**src/rtl/t_ff_pulse_sequencer.sv**
```systemverilog
// Toggle-pulse sequencer for a downstream t_ff: N one-cycle t pulses spaced P cycles apart.
// Optional T_FF_SEQ_SHADOW_EN adds shadow_q, a register tracking the driven t_ff state.
module t_ff_pulse_sequencer #(
  parameter int unsigned CNT_W = 8,
  parameter int unsigned PER_W = 8
) (
  input  logic             clk,
  input  logic             rst,
  input  logic             start,
  input  logic [CNT_W-1:0] pulses,
  input  logic [PER_W-1:0] period,
  input  logic             abort,
  output logic             t,
  output logic             busy,
  output logic             done,
  output logic [CNT_W-1:0] remaining
`ifdef T_FF_SEQ_SHADOW_EN
  ,
  output logic             shadow_q
`endif
);

  typedef enum logic [1:0] {S_IDLE, S_RUN, S_DONE} state_e;

  state_e           state_q;
  logic             t_q;
  logic             busy_q;
  logic             done_q;
  logic [CNT_W-1:0] rem_q;
  logic [PER_W-1:0] timer_q;
  logic [PER_W-1:0] per_q;
  logic [PER_W-1:0] per_d;

  assign per_d = (period == '0) ? PER_W'(1) : period;

  always_ff @(posedge clk) begin
    if (!rst) begin
      state_q <= S_IDLE;
      t_q     <= 1'b0;
      busy_q  <= 1'b0;
      done_q  <= 1'b0;
      rem_q   <= '0;
      timer_q <= '0;
      per_q   <= '0;
    end else begin
      t_q    <= 1'b0;
      done_q <= 1'b0;
      case (state_q)
        S_IDLE, S_DONE: begin
          state_q <= S_IDLE;
          busy_q  <= 1'b0;
          if (start) begin
            if (pulses == '0) begin
              state_q <= S_DONE;
              done_q  <= 1'b1;
              rem_q   <= '0;
            end else begin
              state_q <= S_RUN;
              busy_q  <= 1'b1;
              rem_q   <= pulses;
              per_q   <= per_d;
              timer_q <= per_d;
            end
          end
        end
        S_RUN: begin
          // abort outranks both the finish transition and a pulse due this edge
          if (abort) begin
            state_q <= S_IDLE;
            busy_q  <= 1'b0;
            rem_q   <= '0;
            timer_q <= '0;
          end else if (rem_q == '0) begin
            state_q <= S_DONE;
            busy_q  <= 1'b0;
            done_q  <= 1'b1;
          end else if (timer_q == PER_W'(1)) begin
            t_q     <= 1'b1;
            rem_q   <= rem_q - CNT_W'(1);
            timer_q <= per_q;
          end else begin
            timer_q <= timer_q - PER_W'(1);
          end
        end
        default: begin
          state_q <= S_IDLE;
          busy_q  <= 1'b0;
        end
      endcase
    end
  end

  assign t         = t_q;
  assign busy      = busy_q;
  assign done      = done_q;
  assign remaining = rem_q;

`ifdef T_FF_SEQ_SHADOW_EN
  // flips on each edge where the t_ff samples t high, so it tracks the t_ff output
  always_ff @(posedge clk) begin
    if (!rst) shadow_q <= 1'b0;
    else if (t_q) shadow_q <= ~shadow_q;
  end
`endif

endmodule

```
**config.mk**
```make
export PLATFORM = sky130hd
export DESIGN_NAME = t_ff_pulse_sequencer
export DESIGN_NICKNAME = d
export VERILOG_FILES = /design/src/rtl/t_ff_pulse_sequencer.sv
export SDC_FILE = /design/constraint.sdc
export NUM_CORES = 1
export LEC_CHECK = 0
export ABC_CLOCK_PERIOD_IN_PS = 2360
export CAP_MARGIN = 5
export CORE_MARGIN = 2
export CORE_UTILIZATION = 30
export CTS_BUF_LIST = sky130_fd_sc_hd__clkbuf_8
export CTS_CLUSTER_SIZE = 24
export DETAILED_ROUTE_END_ITERATION = 6
export MAX_ROUTING_LAYER = met4
export SLEW_MARGIN = 20
export SYNTH_ARGS = -nofsm -noshare
export SYNTH_HDL_FRONTEND = slang
export SYNTH_SLANG_ARGS = --single-unit
```
**constraint.sdc**
```tcl
create_clock -name clk -period 2.36 [get_ports clk]
set_input_delay 0.472 -clock clk [delete_from_list [all_inputs] [get_ports clk]]
set_output_delay 0.472 -clock clk [all_outputs]
set_load 0.005 [all_outputs]
```
# == After elaboration in Yosys (flattened, before gate mapping) ==
# Cells that the tools add are included.
# word_totals
reg_bits,29
input_bits,20
# op_classes
add_sub_neg,2
eq_ne,8
muxes,29
n_bitwise,3
n_reduce_logical,10
# ops
op,n
8-bit 2-to-1 mux,11
8-bit case mux with 2 select lines,2
8-bit logical NOT,3
8-bit by 1-bit subtractor with 8-bit output (second input constant),2
1-bit 2-to-1 mux,9
3-bit != test (second input constant),3
8-bit by 1-bit equality test with 1-bit output (second input constant),1
2-bit 2-to-1 mux,4
4-bit AND reduction,2
2-bit != test (second input constant),2
1-bit case mux with 2 select lines,2
2-bit case mux with 2 select lines,1
4-bit OR reduction,1
1-bit inverter,3
3-bit AND reduction,1
2-bit by 1-bit equality test with 1-bit output (second input constant),1
2-bit equality test (second input constant),1
2-bit logical NOT,1
2-bit nonzero test,1
2-bit OR reduction,1

# == Logic depth before layout (Yosys ltp) ==
# depth
ltp_word,5
depth_mapped,8
mapped_depth_nobuf,7

# == Worst setup path before layout ==
# Ideal clock, no wire load.
# synth_timing
path_type,flip-flop to flip-flop
start,register timer_q[0]
end,"register rem_q[5], in the netlist remaining[5]"
setup_time_ns,0.116
arrival_ns,1.728
required_time_ns,2.244
path_slack_ns,0.516
stages_incl_launch_ff,8
path_cell_list,dfxtp_1 ha_1 nor3b_1 nand2_2 a22oi_1 buf_6 o211ai_1 o211a_1
# synth_between
elab_chain_len,3
# synth_lines
item,line,rtl
"start, declared",30,logic [PER_W-1:0] timer_q;
"start signal, assigned",62,timer_q <= per_d;
"start signal, assigned",80,timer_q <= per_q;
"start signal, assigned",82,timer_q <= timer_q - PER_W'(1);
8-bit by 1-bit equality test with 1-bit output,77,end else if (timer_q == PER_W'(1)) begin
3-bit != test (no source line),--,
4-bit AND reduction (no source line),--,
"end signal, assigned",60,rem_q <= pulses;
"end signal, assigned",79,rem_q <= rem_q - CNT_W'(1);
"end, declared",29,logic [CNT_W-1:0] rem_q;
# No other way between the ends.
# A chain may end at the register's enable or synchronous reset.

# == Final worst setup path ==
# layout_timing
start,input pulses[6]
end,register timer_q[1]
# layout_between
elab_chain_len,3
# layout_lines
item,line,rtl
"start, declared",10,"input logic [CNT_W-1:0] pulses,"
8-bit logical NOT,53,if (pulses == '0) begin
2-bit != test (no source line),--,
4-bit AND reduction (no source line),--,
# No other way between the ends.

==> metrics.md <==
| Metric | Value |
|---|---|
| Routability cong. | `0.850` |
| Required @ worst endpoint | `2.50 ns` |
| Maxcap violations | `0` |
| I/O Buffers | `30` |
| CP endpoint kind | `flop` |
| Worst path cell trace | `clkdlybuf4s50_1 > or4_1 > nor2_1 > o21ai_2 > o21ai_0 > a31oi_1` |
| Clock root cell | `clkbuf_8` |
| Slew Limit Fails | `0` |
| Slowest stage delay, CP | `0.55 ns` |
| Non-Filler Instances | `285` |
| Pre-Repair DR Iteration Count | `4` |
| Layout Nets | `239` |
| Largest net degree at the start of global routing | `21` |
| Count leader, synth | `dfxtp_1` |
| Setup Crit Path Kind | `in -> reg` |
| Distinct cells, synth | `46` |
| EDFF count, synth | `0` |
| Routed Antenna Nets | `0` |
| Layout cell share with drive strength beyond 1 | `0.112` |
| CTS sink count | `28` |
| Die area | `5880 µm²` |
| Worst Hold Class | `reg -> reg` |
| Syn nets | `205` |
| Status | `finished clean` |
| Hold Buf Count CTS | `0` |
| VDD IR max | `348 µV` |
| # rows | `26` |
| Least-Margin Pin Slew | `0.705 ns` |
| Clk_skew | `0.00528 ns` |
| IO Count | `31` |
| Initial antenna violation count | `0` |
| Top area cells in the synthesized netlist | `dfxtp_1 (35%), mux2i_1 (5.1%), o211a_1 (4.4%), o21ai_0 (3.8%), nand2_1 (3.6%)` |
| Vias in the first global route | `1317` |
| Die width | `76.7 µm` |
| Cell Area, Synth | `1590 µm²` |
| DR WL/cell | `14.2 µm` |
| Yosys top cell by area | `dfxtp_1` |
| # diodes | `0` |
| Total CTS buffers | `3` |
| PD cells | `659 nW/µm²` |
| Yosys warns | `0` |
| CP bufs+invs | `1` |
| Commonest cells post-synth | `dfxtp_1 (28), nand2_1 (15), o21ai_0 (12)` |
| Asr flop ratio synth | `0` |
| GR Overflow Total | `0` |
| Layout area overhead | `30.1%` |
| Fin crit share | `0.874` |
| Initial Util | `0.310` |
| Filler Cell Count | `539` |
| First-pass GRT wire length | `6670 µm` |
| CTS tree | `done` |
| Leak Pwr | `0.826 nW` |
| Number of DRC markers in iteration 0 | `116` |
| Total GRT Usage | `0.143` |
| Die height | `76.7 µm` |
| Crit path max-delay family | `simple AND/OR/NAND/NOR gates` |
| Placed insts | `281` |
| Total core area | `5110 µm²` |
| # DRC | `0` |
| F_max | `485 MHz` |
| CTS Buffer Depth | `2` |
| Post-synthesis register bit count | `28` |
| Min Clock Period, post-route | `2.06 ns` |
| Endpoints failing setup | `0` |
| Routed Wire Length | `4050 µm` |
| Avg Cell Area, Syn | `8.71 µm²` |
| CP Launch Type | `input port` |
| Cells after synthesis | `182` |
| WP data arrival | `2.20 ns` |
| Worst path slowest cell | `or4_1` |
| RSZ-0062 raised after global routing | `no` |
| Fin. Hold Viols | `0` |
| Crit path max fanout | `16` |
| Max_slew headroom | `0.529` |
| Max H-tree Level | `1` |
| Sequential area share after synthesis | `0.354` |
| Dpl hpwl | `2980 µm` |
| TNS Setup | `0 ns` |
| Overall power | `0.00136 W` |
| Worst skew pair latency | `0.27 ns` |
| Top cell type's share of synthesized area | `0.354` |
| Clock transition at the registers of the reported paths | `0.10 ns` |
| Top_reg_cell synth | `dfxtp_1` |
| Post-CTS Setup Repair Bufs | `0` |
| Via count | `1479` |
| Post_cts resized | `0` |
| DR vias/cell | `5.19` |
==> cell usage in the layout, fill, tap and decap left out, types with 4 or more instances in the layout <==
cell             synthesis  routed
a22oi_1                  5       5
dfxtp_1                 28      28
nor3_1                   5       5
xnor2_1                  5       5
mux2i_1                  8       8
o211a_1                  7       7
inv_1                    6       6
buf_4                    0       8
a21oi_1                  9       9
o21ai_0                 12      12
nor3b_1                  4       4
clkdlybuf4s50_1          0      30
nor2b_1                  8       8
o211ai_1                 5       5
nor2_1                  10      10
nand2_1                 15      15
nand2b_1                 5       5
==> logic make-up after synthesis <==
kind of cell	share of synthesized area
AOI/OAI and AO/OA	0.253
xor gates and xnor gates	0.0442
adders and majority gates	0.0237
buffers and inverters	0.0410
DFF	0.354
muxes	0.0505
and+or+nand+nor	0.234
==> flip-flops by register name, summed over array words and instances (netlist names) <==
| register | cells |
|---|---|
| per_q | 8 |
| remaining | 8 |
| timer_q | 8 |
| state_q | 2 |
| done | 1 |
| t | 1 |
==> layout make-up <==
type,instances,area (µm²),share of cell area
flip-flops and latches,28,561,0.272
well taps,70,87.6,0.0425
inverters,6,22.5,0.0109
clock inverters,1,30.0,0.0146
multi-input cells,139,960,0.465
repair buffers,38,360,0.175
clock buffers,3,41.3,0.0200
==> through the flow <==
step | util | area (µm²) | setup WS [ns] | hold slack [ns]
detailed placement | 0.390 | 1990 | 0.0000737 | 0.499
global placement | 0.390 | 1990 | 0.0395 | 0.494
finish | 0.404 | 2060 | 0.297 | 0.530
floorplan | - | 1590 | 0.516 | 0.473
CTS | 0.404 | 2060 | 0.303 | 0.528
global route | 0.404 | 2060 | 0.168 | 0.549
==> power by group <==
part	switching [W]	internal (W)
Clock	0.000156	0.000227
Sequential	0.0000562	0.000517
Combinational	0.000192	0.000210
==> worst min-delay path: cells and delay by family (launching register included) <==
family / cells / cell delay (ns)
multiplexers: 1 / 0.11
AND/OR/NAND/NOR: 1 / 0.06
flip-flops: 1 / 0.32
==> layer usage <==
metal	GRT usage	wire length, µm	vias up	part of all wire
met4	0.0345	74	0	0.018
met5	-	0	-	0
met2	0.220	1810	34	0.45
met3	0.0200	144	6	0.036
li1	-	-	745	-
met1	0.199	2010	694	0.50
==> path summary, 6_finish.rpt <==
check                  start      endpoint  slack [ns]  cells after the start
setup / recovery   pulses[6]    timer_q[1]        0.30                      6
hold / removal      per_q[5]      per_q[5]        0.53                      2
setup reg to reg  timer_q[0]  remaining[1]        0.37                      8
hold reg to reg     per_q[5]      per_q[5]        0.53                      2
No activity file was read; power rests on OpenSTA's default activity.
